===== src/rtl/rbb_msg_reader.sv =====
// Memory-mapped master that drains red-bounding-box messages from the image processor FIFO.
// It publishes validated box edges with a one-cycle strobe and flushes the FIFO on framing errors.
module rbb_msg_reader #(
   parameter int unsigned POLL_CYCLES = 1024,
   parameter logic [31:0] MSG_ID      = 32'h0052_4242,
   parameter int unsigned MSG_WORDS   = 3
) (
   input  logic        clk,
   input  logic        reset,
   input  logic        enable,
   output logic        m_chipselect,
   output logic        m_read,
   output logic        m_write,
   output logic [2:0]  m_address,
   output logic [31:0] m_writedata,
   input  logic [31:0] m_readdata,
   output logic [10:0] bb_left,
   output logic [10:0] bb_right,
   output logic        bb_none,
   output logic        bb_valid,
   output logic [7:0]  sync_err_count,
   output logic        busy
);

   localparam int unsigned TimerW = (POLL_CYCLES > 1) ? $clog2(POLL_CYCLES) : 1;
   localparam logic [TimerW-1:0] TimerLoad = TimerW'(POLL_CYCLES - 1);
   localparam logic [TimerW-1:0] TimerOne  = TimerW'(1);
   localparam logic [7:0]  MsgWords  = 8'(MSG_WORDS);
   localparam logic [2:0]  AddrStat  = 3'd0;
   localparam logic [2:0]  AddrMsg   = 3'd1;
   localparam logic [31:0] FlushCmd  = 32'h0000_0010;

   typedef enum logic [3:0] {
      StIdle,
      StStRd,
      StStCap,
      StIdRd,
      StIdCap,
      StW1Rd,
      StW1Cap,
      StW2Rd,
      StW2Cap,
      StPublish,
      StFlush
   } state_e;

   state_e            state;
   logic [TimerW-1:0] timer;
   logic [10:0]       xmin;
   logic [10:0]       xmax;
   logic              fmt_err;

   assign m_chipselect = m_read | m_write;

   // Every read state is followed by a capture state, so m_read is never high two cycles running.
   always_ff @(posedge clk) begin
      if (reset) begin
         state          <= StIdle;
         timer          <= TimerLoad;
         m_read         <= 1'b0;
         m_write        <= 1'b0;
         m_address      <= AddrStat;
         m_writedata    <= '0;
         bb_left        <= '0;
         bb_right       <= '0;
         bb_none        <= 1'b1;
         bb_valid       <= 1'b0;
         sync_err_count <= '0;
         busy           <= 1'b0;
         xmin           <= '0;
         xmax           <= '0;
         fmt_err        <= 1'b0;
      end else begin
         m_read      <= 1'b0;
         m_write     <= 1'b0;
         m_address   <= AddrStat;
         m_writedata <= '0;
         bb_valid    <= 1'b0;

         unique case (state)
            StIdle: begin
               if (timer != '0) begin
                  timer <= timer - TimerOne;
               end else if (enable) begin
                  state     <= StStRd;
                  m_read    <= 1'b1;
                  m_address <= AddrStat;
                  busy      <= 1'b1;
               end
            end

            StStRd: state <= StStCap;

            StStCap: begin
               if (m_readdata[15:8] >= MsgWords) begin
                  state     <= StIdRd;
                  m_read    <= 1'b1;
                  m_address <= AddrMsg;
               end else begin
                  timer <= TimerLoad;
                  state <= StIdle;
                  busy  <= 1'b0;
               end
            end

            StIdRd: state <= StIdCap;

            StIdCap: begin
               if (m_readdata != MSG_ID) begin
                  state       <= StFlush;
                  m_write     <= 1'b1;
                  m_writedata <= FlushCmd;
                  if (sync_err_count != 8'hFF) sync_err_count <= sync_err_count + 8'd1;
               end else begin
                  state     <= StW1Rd;
                  m_read    <= 1'b1;
                  m_address <= AddrMsg;
               end
            end

            StW1Rd: state <= StW1Cap;

            StW1Cap: begin
               xmin      <= m_readdata[26:16];
               xmax      <= m_readdata[10:0];
               fmt_err   <= (m_readdata[31:27] != 5'd0) || (m_readdata[15:11] != 5'd0);
               state     <= StW2Rd;
               m_read    <= 1'b1;
               m_address <= AddrMsg;
            end

            StW2Rd: state <= StW2Cap;

            StW2Cap: begin
               if ((m_readdata != 32'd0) || fmt_err) begin
                  state       <= StFlush;
                  m_write     <= 1'b1;
                  m_writedata <= FlushCmd;
                  if (sync_err_count != 8'hFF) sync_err_count <= sync_err_count + 8'd1;
               end else begin
                  // bb_* change together with the strobe so consumers see a coherent box.
                  state    <= StPublish;
                  bb_left  <= xmin;
                  bb_right <= xmax;
                  bb_none  <= (xmin > xmax);
                  bb_valid <= 1'b1;
               end
            end

            StPublish, StFlush: begin
               timer <= TimerLoad;
               state <= StIdle;
               busy  <= 1'b0;
            end

            default: begin
               timer <= TimerLoad;
               state <= StIdle;
               busy  <= 1'b0;
            end
         endcase
      end
   end

endmodule


===== config.mk =====
export PLATFORM = sky130hd
export DESIGN_NAME = rbb_msg_reader
export DESIGN_NICKNAME = d
export VERILOG_FILES = /design/src/rtl/rbb_msg_reader.sv
export SDC_FILE = /design/constraint.sdc
export NUM_CORES = 1
export LEC_CHECK = 0
export BUFFER_PORTS_ARGS = -buffer_cell sky130_fd_sc_hd__buf_2
export CAP_MARGIN = 25
export CORE_AREA = 2 2 84 86
export DETAILED_ROUTE_END_ITERATION = 10
export DIE_AREA = 0 0 86 88
export PLACE_DENSITY_LB_ADDON = 0.08
export SKIP_LAST_GASP = 1
export SLEW_MARGIN = 20
export SYNTH_ARGS = -nofsm -noshare
export SYNTH_HDL_FRONTEND = slang
export SYNTH_SLANG_ARGS = --single-unit

===== constraint.sdc =====
create_clock -name clk -period 5.7 [get_ports clk]
set_input_delay 1.14 -clock clk [delete_from_list [all_inputs] [get_ports clk]]
set_output_delay 1.14 -clock clk [all_outputs]
set_load 0.05 [all_outputs]

-- After elaboration in Yosys (flattened, before gate mapping)
Index checks and enable logic that the tools add are counted.
- add/subtract/negate cells: 2
- $lt $le $gt $ge: 2
- equal/unequal tests: 16
- multiplexer cells: 32
- bitwise gates (word level): 4
- reductions and logical operators: 15
- operators with widths (kind ; number):
    one-hot mux 4 bit (9 select lines) ; 1
    != test 32 x 23 -> 1 bit, second input constant ; 1
    nonzero test 32 bit ; 1
    one-hot mux 10 bit (3 select lines) ; 1
    two-way mux 8 bit ; 3
    two-way mux 10 bit ; 2
    == test 4 x 3 -> 1 bit, second input constant ; 4
    one-hot mux 8 bit (2 select lines) ; 1
    two-way mux 1 bit ; 12
    two-way mux 4 bit ; 3
    != test 2 bit, second input constant ; 6
    > comparator 11 bit ; 1
    two-way mux 5 bit ; 2
    one-hot mux 5 bit (2 select lines) ; 1
    nonzero test 10 bit ; 1
    nonzero test 5 bit ; 2
    subtractor 10 x 1 -> 10 bit, second input constant ; 1
    adder 8 x 1 -> 8 bit, second input constant ; 1
    == test 4 x 2 -> 1 bit, second input constant ; 2
    >= comparator 8 x 2 -> 1 bit, second input constant ; 1
    != test 8 bit, second input constant ; 1
    OR reduction 7 bit ; 1
    one-hot mux 1 bit (3 select lines) ; 2
    AND reduction 3 bit ; 2
    13 further kinds ; 18
- register bits after elaboration: 107
- input port bits: 35
- output and inout port bits: 71
- word-level logic and storage cells: 86

-- Longest topological paths before layout
- word-level depth: 4
- mapped depth: 8
- mapped depth without buffers: 8

-- Worst setup path before layout
No wires, ideal clock.
- path kind: input to register
- start: input port m_readdata[13]
- end: register sync_err_count[5]
- library setup time: 121 ps
- arrival: 2820 ps
- required time: 5579 ps
- path slack: 2759 ps
- stages on the path: 6
- path buffers: 0
- cells stage by stage: or4_4 -> nand3b_4 -> nor3_1 -> o22ai_2 -> nand4_1 -> mux2_2
- cells in the longest elaborated chain, start to end: 4
- elaborated cells on any way between the ends: 6
- those cells by class: eq/ne (3); reduce/logical (3)
- ends and longest elaborated chain (element ; line ; source):
    from (decl) ; 16 ; input logic [31:0] m_readdata,
    nonzero test 32 bit ; 135 ; if ((m_readdata != 32'd0) || fmt_err) begin
    logical OR 1 bit ; 135 ;
    != test 2 bit (no source line) ; -- ;
    AND reduction 3 bit (no source line) * ; -- ;
    to (signal assigned) ; 113 ; if (sync_err_count != 8'hFF) sync_err_count <= sync_err_count + 8'd1;
    to (signal assigned) ; 139 ; if (sync_err_count != 8'hFF) sync_err_count <= sync_err_count + 8'd1;
    to (decl) ; 21 ; output logic [7:0] sync_err_count,
Every way passes the cells marked *; elsewhere a longest branch is shown, timed or not.
A chain may end at the register's enable or synchronous reset.

-- Worst setup path after layout
- start: input port m_readdata[5]
- end: register bb_right[6]
- cells in the longest elaborated chain, start to end: 4
- ends and longest elaborated chain (element ; line ; source):
    nonzero test 32 bit ; 135 ;
    logical OR 1 bit ; 135 ;
    inverter 1 bit (no source line) ; -- ;
    AND reduction 2 bit (no source line) ; -- ;
    to (signal assigned) ; 144 ; bb_right <= xmax;
    to (decl) ; 18 ; output logic [10:0] bb_right,
Every way passes these cells.

==> results.yml <==
final_layout:
  fillers: 634
  drive_above_1_share_pct: 21.2
  stdcell_area_um2: 4160
  diodes: 0
  final_nets: 548
  areaGrowthSynthToFinish_pct: 13.7
clocking:
  post_cts_buffers: 0
  postCtsHoldBufs: 0
  cts_resized: 0
  cts.sinks: 73
  cts_tree: "yes"
  cts_max_level: 3
  numCtsBuffers: 9
  clockRootBuffer: "clkbuf_8"
  clock_latency_ns: 0.35
  cts.clk_slew.worst_paths_ns: 0.08
  clock_path_buffers: 2
synthesis:
  ys_warn_count: 0
  synthTopCellsByArea: "dfxtp_1, buf_4, mux2i_1"
  ys_seq_elements: 73
  syn_area_per_cell_um2: 8.43
  seq_area_frac_synth_pct: 40.0
  synthDistinctLibCells: 46
  syn_area_um2: 3660
  synthCells: 434
  yosysTopAreaCell: "dfxtp_1"
  yosysTopAreaCellShare_pct: 40.0
timing:
  setup_viol: 0
  period_minus_slack_ns: 3.25
  finalHoldWorstSlack_ns: 0.484
  skew_ns: 0.00940
  fmax_mhz: 308
  period_share_pct: 57.0
  final-hold-violation-count: 0
  fin_tns_setup_ns: 0
  tightest_slew_ns: 0.841
  maxSlewViolCount: 0
  rsz0062_at_grt: "no"
  slew_headroom_pct: 43.5
route:
  routed_wl_um: 8110
  vias: 3074
  wire_per_inst_um: 13.9
  route.detailed.drc: 0
  antenna_left: 0
  dr.pass1.iters: 4
  drtIter0Drc: 119
  vias_per_cell: 5.25
placement:
  port_buffers: 72
  routabilityCongestion: 0.844
  dp_hpwl_um: 5990
  post_dp_cell_area_um2: 3930
power:
  p_seq_share_pct: 48.5
  swShare_pct: 26.4
  p_int_uw: 778
  switchingPower_uw: 279
  power_density_nw_per_um2: 254
  comb_power_share_pct: 8.1
  power_leakage_uw: 0.00174
  ir_drop_mv: 0.131
  p_clk_share_pct: 43.4
floorplanning:
  placementRows: 30
  ioPinCount: 106
  core_um2: 6640
  start_util_pct: 55.0
  fp.dieH_um: 88
  die_area_um2: 7570
  die_w_um: 86
grt:
  grt_usage_pct: 22.3
  antenna_found_initial: 0
  overflow: 0
  first_global_vias: 2752
  grt_max_degree: 37
  grt_pass1_wl_um: 13200
critical_path:
  cp-end-kind: "flip-flop"
  crit_type: "in2reg"
  crit_arrival_ns: 3.50
  slowest_stage: "nor4_4"
  crit_chain: "buf_2 -> nor4_1 -> nand3_1 -> nor4_4 -> buf_4 -> mux2i_1 -> nor2_1"
  cp_max_fo: 14
  required_ns: 5.95
  critPathMaxStageDelay_ns: 0.81
  path_delay_family: "simple AND/OR/NAND/NOR gates"
  cp_num_buf_inv: 2
  start_kind: "input port"
min_path:
  hold_class: "reg2reg"
run:
  drv_cap: 0
outcome:
  status: "finished clean"
-- cells in the mapped netlist (all sizes together) --
cell / n
nor4: 13
clkbuf: 14
o21a: 2
inv: 15
nand2b: 8
nand2: 61
a31oi: 1
nor2b: 6
nand3: 8
or3: 3
a31o: 2
o21bai: 2
ha: 13
o21ai: 9
or2: 2
and3: 4
nor4b: 1
o41ai: 1
o211ai: 2
buf: 38
mux2i: 23
o22ai: 1
a2111oi: 1
a311oi: 1
and4: 1
nor2: 48
nand4: 7
a211oi: 1
nand3b: 1
a21oi: 37
or4: 4
conb: 1
nor3: 15
o22a: 1
dfxtp: 73
mux2: 3
xnor2: 8
a21o: 1
a211o: 2
-- cell usage in the layout, fill, tap and decap left out, types with 3 or more instances in the layout --
cell      instances
a21oi_1          37
and3_1            4
buf_2            72
clkbuf_8          9
conb_1           33
dfxtp_1          73
ha_1             13
inv_1            15
inv_6             3
mux2_2            3
mux2i_1          23
nand2_1          61
nand2b_1          8
nand3_1           8
nand4_1           7
nor2_1           47
nor2b_1           6
nor3_1           14
nor4_1           10
nor4_4            3
o21ai_0           9
or3_1             3
xnor2_1           8
-- metal layers --
| metal | global-route usage, % | wire (um) |
|---|---|---|
| met1 | 31.4 | 3980 |
| met2 | 33.5 | 3550 |
| met3 | 4.05 | 424 |
| met4 | 9.81 | 148 |
| met5 | 0 | 0 |
-- area by class of cell --
cell class,instances,area [um^2],area share [%]
Clock buffer,9,124,2.98
Clock inverter,7,100,2.41
Inverter,15,56.3,1.35
Multi-Input combinational cell,326,1920,46.2
Sequential cell,73,1460,35.1
Tap cell,80,100,2.41
Timing Repair Buffer,75,395,9.51
-- power groups by stage --
stage | clock network, uW | registers, uW | logic, uW
5_1_grt | 489 | 513 | 90.6
4_1_cts | 468 | 513 | 85.0
6_report | 458 | 513 | 85.7
3_5_place_dp | 0 | 525 | 85.0
3_3_place_gp | 0 | 525 | 82.7
2_1_floorplan | 0 | 525 | 81.2
-- path summary, 6_finish.rpt --
path | end | startpoint | slack [ns] | cells after the start
hold / removal | xmax[6] | xmax[6] | 0.48 | 2
setup reg to reg | bb_right[6] | state[0] | 3.12 | 6
setup / recovery | bb_right[6] | m_readdata[5] | 2.45 | 7
hold reg to reg | xmax[6] | xmax[6] | 0.48 | 2
-- registers in the layout, indices dropped and copies added, names as in the netlist, 4 cells and up --
register        flops
state               4
xmax               11
bb_right           11
timer              10
sync_err_count      8
bb_left            11
xmin               11
-- metrics by stage --
step,instances,total power [uW],utilization [%],setup slack [ns]
2_1_floorplan,466,606,-,2.76
3_3_place_gp,568,607,58.9,2.08
3_5_place_dp,569,610,59.2,2.07
4_1_cts,585,1070,62.6,2.46
5_1_grt,585,1090,62.6,2.28
6_report,585,1060,62.6,2.45
-- logic make-up (layout without fill, tap and decap cells) --
group	count (synthesis)	after routing	synth area share, %
simple gates	182	182	25.2
flops	73	73	40.0
buf+inv	67	106	10.8
compound gates	64	64	10.4
mux	26	26	7.22
fa+ha+maj	13	13	4.45
xor+xnor	8	8	1.92
other cells	1	33	0.103
-- worst reg2reg max path, stage by stage (launching register included) --
cell and delay [ns]:
dfxtp_1 0.41, nor3_2 0.45, nand2_1 0.24, nor4_4 0.68, buf_4 0.40, mux2i_1 0.24
nor2_1 0.06
Power figures use the tool's default switching activity.
